`config.mk`:
```
export PLATFORM = sky130hd
export DESIGN_NAME = fp_stream_issuer_flat
export DESIGN_NICKNAME = d
export VERILOG_FILES = /design/src/rtl/fp_stream_pkg.sv /design/src/rtl/fp_stream_issuer_if.sv /design/src/rtl/sync_fifo.sv /design/src/rtl/fp_stream_issuer.sv /design/src/flat_wrapper.sv
export SDC_FILE = /design/constraint.sdc
export NUM_CORES = 1
export LEC_CHECK = 0
export CORE_MARGIN = 10
export CORE_UTILIZATION = 42
export CTS_CLUSTER_SIZE = 25
export DETAILED_ROUTE_END_ITERATION = 8
export GPL_ROUTABILITY_DRIVEN = 0
export MAX_ROUTING_LAYER = met4
export PLACE_DENSITY = 0.7
export SLEW_MARGIN = 20
export SYNTH_ARGS = -nofsm -noshare
export SYNTH_HDL_FRONTEND = slang
export SYNTH_SLANG_ARGS = --single-unit
```
`constraint.sdc`:
```
create_clock -name clock -period 4.9 [get_ports clock]
set_input_delay 0.98 -clock clock [delete_from_list [all_inputs] [get_ports clock]]
set_output_delay 0.98 -clock clock [all_outputs]
set_load 0.1 [all_outputs]
```
`src/rtl/fp_stream_pkg.sv`:
```
// Shared types and latency constants for the go/done FP-unit stream issuers.
package fp_stream_pkg;

   localparam int FP_WIDTH       = 32;
   localparam int FP_SUB_LATENCY = 14;
   localparam int FP_ADD_LATENCY = 14;
   localparam int FP_MUL_LATENCY = 10;

   typedef logic [FP_WIDTH-1:0] fp_word_t;

   typedef enum logic [0:0] {
      FLUSH = 1'b0,
      RUN   = 1'b1
   } issuer_state_t;

endpackage

```
`src/rtl/fp_stream_issuer_if.sv`:
```
// Operand stream, FP-unit go/done pair and result stream of one issuer.
interface fp_stream_issuer_if
   import fp_stream_pkg::*;
#(
   parameter int WIDTH = FP_WIDTH
);
   logic             in_valid;
   logic             in_ready;
   logic [WIDTH-1:0] in_a;
   logic [WIDTH-1:0] in_b;
   logic             unit_go;
   logic [WIDTH-1:0] unit_a;
   logic [WIDTH-1:0] unit_b;
   logic             unit_done;
   logic [WIDTH-1:0] unit_result;
   logic             out_valid;
   logic             out_ready;
   logic [WIDTH-1:0] out_data;
   logic             err_done;

   // master is the issuer itself, slave is everything around it
   modport master (
      input  in_valid, in_a, in_b, unit_done, unit_result, out_ready,
      output in_ready, unit_go, unit_a, unit_b, out_valid, out_data, err_done
   );

   modport slave (
      output in_valid, in_a, in_b, unit_done, unit_result, out_ready,
      input  in_ready, unit_go, unit_a, unit_b, out_valid, out_data, err_done
   );

endinterface

```
`src/rtl/sync_fifo.sv`:
```
// In-order FIFO whose head entry sits in its own register, so data_o is a flop output.
module sync_fifo #(
   parameter  int WIDTH = 32,
   parameter  int DEPTH = 16,
   localparam int CW    = $clog2(DEPTH + 1)
) (
   input  logic             clock,
   input  logic             reset_n,
   input  logic             push_i,
   input  logic [WIDTH-1:0] push_data_i,
   input  logic             pop_i,
   output logic [WIDTH-1:0] data_o,
   output logic             empty_o,
   output logic             full_o,
   output logic [CW-1:0]    count_o
);
   localparam int AW = (DEPTH > 1) ? $clog2(DEPTH) : 1;

   logic [WIDTH-1:0] mem_q [DEPTH];
   logic [AW-1:0]    wr_ptr_q, wr_ptr_d;
   logic [AW-1:0]    rd_ptr_q, rd_ptr_d;
   logic [AW-1:0]    rd_next_s;
   logic [CW-1:0]    count_q, count_d;
   logic [WIDTH-1:0] head_q, head_d;

   function automatic logic [AW-1:0] ptr_inc(input logic [AW-1:0] p);
      if (p == AW'(DEPTH - 1)) begin
         return '0;
      end else begin
         return p + AW'(1);
      end
   endfunction

   always_comb begin
      rd_next_s = ptr_inc(rd_ptr_q);
      wr_ptr_d  = push_i ? ptr_inc(wr_ptr_q) : wr_ptr_q;
      rd_ptr_d  = pop_i ? rd_next_s : rd_ptr_q;
      count_d   = count_q + CW'(push_i) - CW'(pop_i);
      // A push bypasses into the head register whenever the head would otherwise be empty.
      if (push_i && ((count_q == '0) || (pop_i && (count_q == CW'(1))))) begin
         head_d = push_data_i;
      end else if (pop_i && (count_q > CW'(1))) begin
         head_d = mem_q[rd_next_s];
      end else begin
         head_d = head_q;
      end
   end

   always_ff @(posedge clock or negedge reset_n) begin
      if (!reset_n) begin
         wr_ptr_q <= '0;
         rd_ptr_q <= '0;
         count_q  <= '0;
         head_q   <= '0;
      end else begin
         wr_ptr_q <= wr_ptr_d;
         rd_ptr_q <= rd_ptr_d;
         count_q  <= count_d;
         head_q   <= head_d;
      end
   end

   always_ff @(posedge clock) begin
      if (push_i) begin
         mem_q[wr_ptr_q] <= push_data_i;
      end
   end

   assign data_o  = head_q;
   assign empty_o = (count_q == '0);
   assign full_o  = (count_q == CW'(DEPTH));
   assign count_o = count_q;

endmodule

```
`src/rtl/fp_stream_issuer.sv`:
```
// Issues operand pairs to a fixed-latency go/done FP unit and returns its results in
// order; credits (inflight + queued) never exceed the FIFO depth, so no result is lost.
module fp_stream_issuer
   import fp_stream_pkg::*;
#(
   parameter int WIDTH   = FP_WIDTH,
   parameter int LATENCY = FP_SUB_LATENCY,
   parameter int DEPTH   = 16
) (
   input  logic               clock,
   input  logic               reset_n,
   fp_stream_issuer_if.master bus
);
   localparam int CW = $clog2(DEPTH + 1);
   localparam int LW = $clog2(LATENCY + 1);

   issuer_state_t    state_q, state_d;
   logic [LW-1:0]    flush_cnt_q, flush_cnt_d;
   logic [CW-1:0]    inflight_q, inflight_d;
   logic             err_q, err_d;
   logic             ready_s, issue_s, push_s, pop_s;
   logic             empty_s, full_s;
   logic [CW-1:0]    count_s;
   logic [CW:0]      credit_s;
   logic [WIDTH-1:0] fifo_data_s;

   assign credit_s = {1'b0, inflight_q} + {1'b0, count_s};
   assign pop_s    = !empty_s && bus.out_ready;

   always_comb begin
      state_d     = state_q;
      flush_cnt_d = flush_cnt_q;
      inflight_d  = inflight_q;
      err_d       = err_q;
      ready_s     = 1'b0;
      issue_s     = 1'b0;
      push_s      = 1'b0;
      case (state_q)
         FLUSH: begin
            // The unit is never reset: any done seen here is stale and is ignored.
            if (flush_cnt_q <= LW'(1)) begin
               state_d = RUN;
            end else begin
               flush_cnt_d = flush_cnt_q - LW'(1);
            end
         end
         RUN: begin
            ready_s = (credit_s < (CW + 1)'(DEPTH)) && !full_s;
            issue_s = bus.in_valid && ready_s;
            if (bus.unit_done) begin
               if (inflight_q == '0) begin
                  err_d = 1'b1;
               end else begin
                  push_s = 1'b1;
               end
            end else begin
               push_s = 1'b0;
            end
            if (issue_s && !push_s) begin
               inflight_d = inflight_q + CW'(1);
            end else if (!issue_s && push_s) begin
               inflight_d = inflight_q - CW'(1);
            end else begin
               inflight_d = inflight_q;
            end
         end
         default: begin
            state_d     = FLUSH;
            flush_cnt_d = LW'(LATENCY);
         end
      endcase
   end

   always_ff @(posedge clock or negedge reset_n) begin
      if (!reset_n) begin
         state_q     <= FLUSH;
         flush_cnt_q <= LW'(LATENCY);
         inflight_q  <= '0;
         err_q       <= 1'b0;
      end else begin
         state_q     <= state_d;
         flush_cnt_q <= flush_cnt_d;
         inflight_q  <= inflight_d;
         err_q       <= err_d;
      end
   end

   sync_fifo #(
      .WIDTH (WIDTH),
      .DEPTH (DEPTH)
   ) u_fifo (
      .clock       (clock),
      .reset_n     (reset_n),
      .push_i      (push_s),
      .push_data_i (bus.unit_result),
      .pop_i       (pop_s),
      .data_o      (fifo_data_s),
      .empty_o     (empty_s),
      .full_o      (full_s),
      .count_o     (count_s)
   );

   assign bus.in_ready  = ready_s;
   assign bus.unit_go   = issue_s;
   assign bus.unit_a    = bus.in_a;
   assign bus.unit_b    = bus.in_b;
   assign bus.out_valid = !empty_s;
   assign bus.out_data  = fifo_data_s;
   assign bus.err_done  = err_q;

endmodule

```
`src/flat_wrapper.sv`:
```
// flat-port wrapper written by rule: the top's interface ports become plain ports
module fp_stream_issuer_flat import fp_stream_pkg::*;
#(
   parameter int WIDTH   = FP_WIDTH,
   parameter int LATENCY = FP_SUB_LATENCY,
   parameter int DEPTH   = 16
)
  (clock, reset_n, bus_in_valid, bus_in_a, bus_in_b, bus_unit_done, bus_unit_result, bus_out_ready, bus_in_ready, bus_unit_go, bus_unit_a, bus_unit_b, bus_out_valid, bus_out_data, bus_err_done);
  fp_stream_issuer_if #(.WIDTH(WIDTH)) bus_i ();
  input  logic clock;
  input  logic reset_n;
  input wire logic [$bits(bus_i.in_valid)-1:0] bus_in_valid;
  input wire logic [$bits(bus_i.in_a)-1:0] bus_in_a;
  input wire logic [$bits(bus_i.in_b)-1:0] bus_in_b;
  input wire logic [$bits(bus_i.unit_done)-1:0] bus_unit_done;
  input wire logic [$bits(bus_i.unit_result)-1:0] bus_unit_result;
  input wire logic [$bits(bus_i.out_ready)-1:0] bus_out_ready;
  output wire logic [$bits(bus_i.in_ready)-1:0] bus_in_ready;
  output wire logic [$bits(bus_i.unit_go)-1:0] bus_unit_go;
  output wire logic [$bits(bus_i.unit_a)-1:0] bus_unit_a;
  output wire logic [$bits(bus_i.unit_b)-1:0] bus_unit_b;
  output wire logic [$bits(bus_i.out_valid)-1:0] bus_out_valid;
  output wire logic [$bits(bus_i.out_data)-1:0] bus_out_data;
  output wire logic [$bits(bus_i.err_done)-1:0] bus_err_done;
  assign bus_i.in_valid = bus_in_valid;
  assign bus_i.in_a = bus_in_a;
  assign bus_i.in_b = bus_in_b;
  assign bus_i.unit_done = bus_unit_done;
  assign bus_i.unit_result = bus_unit_result;
  assign bus_i.out_ready = bus_out_ready;
  assign bus_in_ready = bus_i.in_ready;
  assign bus_unit_go = bus_i.unit_go;
  assign bus_unit_a = bus_i.unit_a;
  assign bus_unit_b = bus_i.unit_b;
  assign bus_out_valid = bus_i.out_valid;
  assign bus_out_data = bus_i.out_data;
  assign bus_err_done = bus_i.err_done;
  fp_stream_issuer #(.WIDTH(WIDTH), .LATENCY(LATENCY), .DEPTH(DEPTH)) u_core (.clock(clock), .reset_n(reset_n), .bus(bus_i));
endmodule
```
# After elaboration in Yosys (flattened, before gate mapping)
# Memory sizes are Yosys's and may differ from the RTL's.
# Cells that the tools add are included.
[word_totals]
ram_bits = 512
output_inout_bits = 100
n_memories = 1
in_bits = 101
romBits = 0
latch_bits = 0
reg_bits = 56
[classes]
reduce_logical = 20
multipliers = 0
shifts = 0
n_div = 0
n_mux = 16
n_addsub = 8
eq_ne = 4
magnitude_cmp = 3
n_bitwise = 2
[mem_list]
columns = ["name", "depth", "word_bits", "read_ports", "rd_clocked_by_memory_dff", "write_ports", "line_no", "source"]
rows = [
  ["u_core.u_fifo.mem_q", 16, 32, 1, 0, 1, "sync_fifo.sv:19", "logic [WIDTH-1:0] mem_q [DEPTH];"],
]
[ops]
columns = ["op", "count"]
rows = [
  ["32-bit two-way mux", 2],
  ["5-bit logical NOT", 2],
  ["1-bit two-way mux", 10],
  ["5-bit two-way mux", 2],
  ["4-bit by 1-bit adder with 4-bit output, second input constant", 2],
  ["4-bit equality test, second input constant", 2],
  ["1-bit logical AND", 8],
  ["4-bit two-way mux", 2],
  ["5-bit by 5-bit adder with 6-bit output", 1],
  ["6-bit by 5-bit < comparator with 1-bit output, second input constant", 1],
  ["5-bit by 1-bit adder with 5-bit output", 1],
  ["5-bit by 1-bit adder with 5-bit output, second input constant", 1],
  ["5-bit by 1-bit equality test with 1-bit output, second input constant", 1],
  ["5-bit equality test, second input constant", 1],
  ["5-bit by 1-bit > comparator with 1-bit output, second input constant", 1],
  ["5-bit by 1-bit subtractor with 5-bit output", 1],
  ["5-bit by 1-bit subtractor with 5-bit output, second input constant", 1],
  ["4-bit by 1-bit less-or-equal comparator with 1-bit output, second input constant", 1],
  ["1-bit logical NOT", 4],
  ["2-bit AND reduction", 2],
  ["2-bit nonzero test", 2],
  ["4-bit by 1-bit subtractor with 4-bit output, second input constant", 1],
  ["3-bit AND reduction", 1],
  ["1-bit NOT", 2],
  ["1-bit logical OR", 1],
]

# Depth between registers and ports, before layout
[depth]
depth_word = 8
mapped_depth = 16
depth_no_buf = 16

# Modules after synthesis
# A second synthesis with hierarchy kept.
[unflattened]
cells_unflattened = 1333
hier_area_um2 = 23249.8
[modules_own_cells]
columns = ["module", "cells_each", "seq_area_each_um2", "n_inst", "area_each_um2"]
rows = [
  ["sync_fifo", 1188, 16500.8, 1, 21954.8],
  ["fp_stream_issuer", 145, 279.0, 1, 1295.0],
]

# Least setup slack after synthesis
# No wires, ideal clock.
[synth_timing]
path_type = "input to register"
startpoint = "input port bus_unit_done"
endpoint = "memory u_core.u_fifo.mem_q[3][0], enable pin"
stages = 4
setup_slack_ps = 733
arrival_ps = 3706
required_time_ps = 4439
setup_ps = 461
path_cell_list = "o211a_4 buf_2 nand2_1 nor3_1"
[synth_via]
elab_chain_cells = 5
[synth_lines]
columns = ["element", "line_no", "source"]
rows = [
  ["from (decl)", "flat_wrapper.sv:15", "input wire logic [$bits(bus_i.unit_done)-1:0] bus_unit_done;"],
  ["1-bit two-way mux", "fp_stream_issuer.sv:50", "if (bus.unit_done) begin"],
  ["1-bit two-way mux (2 in series)", "fp_stream_issuer.sv:38", "case (state_q)"],
  ["1-bit two-way mux", "sync_fifo.sv:64", "if (push_i) begin"],
  ["1-bit two-way mux (not written as such)", "sync_fifo.sv:65", "mem_q[wr_ptr_q] <= push_data_i;"],
  ["to (decl)", "sync_fifo.sv:19", ""],
]
# No other way between the ends. The select of a mux whose other input is x is not followed.

# Final worst setup path
[layout_timing]
startpoint = "register u_core.u_fifo.count_q[2] (netlist: u_core.u_fifo.count_o[2])"
endpoint = "output port bus_out_valid"
[layout_via]
elab_chain_cells = 2
[layout_lines]
columns = ["element", "line_no", "source"]
rows = [
  ["from (decl)", "sync_fifo.sv:23", "logic [CW-1:0] count_q, count_d;"],
  ["from (signal assigned)", "sync_fifo.sv:58", "count_q <= count_d;"],
  ["5-bit logical NOT", "sync_fifo.sv:70", "assign empty_o = (count_q == '0);"],
  ["1-bit logical NOT", "fp_stream_issuer.sv:107", "assign bus.out_valid = !empty_s;"],
  ["to (decl)", "flat_wrapper.sv:22", "output wire logic [$bits(bus_i.out_valid)-1:0] bus_out_valid;"],
]
# No other way between the ends.

==> impl_metrics.tcl <==
set metrics [dict create \
    clockBufferDepth 3 \
    powerDensity_nw_per_um2 672.2 \
    start_kind "register" \
    final_cell_mix "512 x edfxtp_1, 91 x nand2_1, 71 x mux4_2" \
    grt_setup_unrepaired "false" \
    die_x_um 257.2 \
    numCtsBuffers 56 \
    layout-drive-gt1-share_pct 16.12 \
    worstRegToRegCells 7 \
    wl_per_cell_um 25.98 \
    drt_iter0_drc 1319 \
    cp_slowest_cell "clkdlybuf4s50_1" \
    start_util_pct 42.65 \
    setup_viol 0 \
    viasPerCell 5.902 \
    grt_max_degree 84 \
    slew_headroom_pct 22.36 \
    rrSetupSlack_ns 1.67 \
    fin_setup_tns_ns 0 \
    wl_met3_um 4923 \
    vias 13184 \
    io_pins 201 \
    fin_crit_ns 3.826 \
    synth-seq-cells 568 \
    wl_um 58040 \
    vdd_ir_drop_max_uv 403.0 \
    highest_layer "met4" \
    synth.avg_cell_area_sq_um 16.66 \
    cp_cell_sequence "inv_1, ha_1, nor3b_1, nand2_1, clkdlybuf4s50_1" \
    path_clk_slew_ns 0.06 \
    io_buffers 72 \
    r2r_end "u_core.u_fifo.data_o[21]" \
    maxCapViolations 0 \
    clock_tree.htree_level_count 2 \
    clock.fmax_mhz 261.3 \
    synthArstFlopShare_pct 9.859 \
    ant_nets 0 \
    hold_viol 0 \
    gr-total-overflow 0 \
    wl_met1_um 22990 \
    synth-main-ff-cell "edfxtp_1" \
    whs_path_depth 1 \
    slowest_delay_ns 1.00 \
    tritoncts "yes" \
    cts_setup_buffers 0 \
    power.leakage_nw 8.834 \
    ys_seq_area_share_pct 71.00 \
    die_h_um 257.2 \
    fillCellCount 4572 \
    drv_slew 0 \
    rr_startpoint "u_core.u_fifo.rd_ptr_q[1]" \
    hold_path.startpoint "u_core.bus.err_done" \
    cp_max_fo 3 \
    critPathCaptureType "primary output" \
    syn-cell-area_sq_um 23630 \
    dieArea_sq_um 66160 \
    first_global_vias 13339 \
    tightest_slew_ns 1.163 \
    grt_use_total_pct 17.68 \
    cts_resized 0 \
    cts.sinks 568 \
    skew_ns 0.04235 \
    fin_util_pct 48.07 \
    status "finished clean" \
    insertion_delay_ns 0.63 \
    floorplan.core_area_sq_um 55420 \
    synth_edf_count 512 \
    drc 0 \
    grt_pass1_wl_um 86350 \
    syn-num-nets 1545 \
    required_ns 3.92 \
    yosys_warnings 0 \
    path_class "register to primary output" \
    wl_met2_um 28110 \
    holdPathEnd "u_core.bus.err_done" \
    arrival_ns 2.85 \
    dp_hpwl_um 32210 \
    synth_cells 1419 \
    rows 86 \
    post-route-period-util_pct 78.09 \
    clockRootBuffer "clkbuf_16" \
    syn_to_final_growth_pct 12.71 \
    finalPower_w 0.01791 \
    hold_path_class "register to register" \
    synth.distinct_cells 80 \
    antenna_found_initial 3 \
    hold_buffers 0 \
    nNetsFinal 1561 \
    firstDrtPassIters 5 \
    layout_commonest_cell "edfxtp_1" \
]
## worst max-delay path by stage
stage	startpoint	endpoint	cells past startpoint
floorplan	bus_unit_done	u_core.u_fifo.mem_q[3][0]	4
global placement	bus_unit_done	u_core.u_fifo.count_o[4]	13
detailed placement	bus_unit_done	u_core.u_fifo.count_o[4]	13
CTS	u_core.u_fifo.count_o[2]	bus_out_valid	5
global route	u_core.u_fifo.count_o[2]	bus_out_valid	5
finish	u_core.u_fifo.count_o[2]	bus_out_valid	5
## area by class of cell
cell class                 instances  area [sq um]  area share, %
clock inverter                    25         235.2         0.8831
clock buffer                      81          1565          5.876
inverter                          20         80.08         0.3006
timing repair buffer             108          1046          3.927
sequential                       568         16780          63.00
antenna                            3         7.507        0.02818
multi-input combinational        681          5984          22.47
tap                              748         935.9          3.514
## sequential cells by signal (all words and copies together), names as in the netlist
name	count
u_core.u_fifo.wr_ptr_q	4
u_core.u_fifo.count_o	5
u_core.u_fifo.data_o	32
u_core.inflight_q	5
u_core.u_fifo.mem_q	512
u_core.flush_cnt_q	4
u_core.state_q	1
u_core.bus.err_done	1
u_core.u_fifo.rd_ptr_q	4
## metal layers
layer  vias up  global-route usage, %
met3       176                  3.142
li1       5629                      -
met5         -                      -
met4         0                  6.475
met2       623                  28.03
met1      6756                  22.57
## critical path: cells and delay by family, from the launching register on
| kind | cells | cell delay, ns |
|---|---|---|
| and+or+nand+nor | 2 | 0.52 |
| adders and majority gates | 1 | 0.19 |
| DFF | 1 | 0.41 |
| buffers and inverters | 2 | 1.11 |
## power by group
group          leakage, nW  switching [W]  internal (W)
Clock                0.874        0.00182       0.00234
Sequential            5.28       0.000412       0.00593
Combinational         2.68        0.00477       0.00264
## logic make-up (layout without fill, tap and decap cells)
| kind of cell | after synthesis | count (layout) | synth area share, % |
|---|---|---|---|
| DFF | 568 | 568 | 71.00 |
| and+or+nand+nor | 269 | 269 | 5.792 |
| AOI/OAI and AO/OA | 242 | 242 | 7.603 |
| buffers and inverters | 170 | 234 | 4.309 |
| muxes | 130 | 130 | 9.355 |
| adders and majority gates | 25 | 25 | 1.387 |
| xor gates and xnor gates | 15 | 15 | 0.5559 |
| other | 0 | 3 | 0 |
## stage by stage
step                      cells  cell area, sq um  setup WS [ns]  hold WS (ns)
after global placement     2125             24830          1.374        0.4514
after global routing       2234             26640         0.8871        0.4850
after detailed placement   2125             24830          1.374        0.4548
after floorplan            1419             23630         0.7328        0.4674
after CTS                  2231             26630          1.014        0.4682
final                      2234             26640          1.074        0.4625
## cell usage after synthesis (18+ instances only)
cell      number  area share (%)
mux4_2        71             6.8
ha_1          23             1.2
nor2_1        32            0.51
nor3_1        43            0.91
inv_1         18            0.29
dfrtp_1       53             5.6
buf_4         71             2.3
clkbuf_1      39            0.62
or3_1         23            0.61
o21ai_0       25            0.53
o22ai_1       18            0.48
nand2_1       91             1.4
a21oi_1       25            0.53
edfxtp_1     512              65
buf_2         26            0.55
mux2i_1       51             2.2
Power figures use the tool's default switching activity.
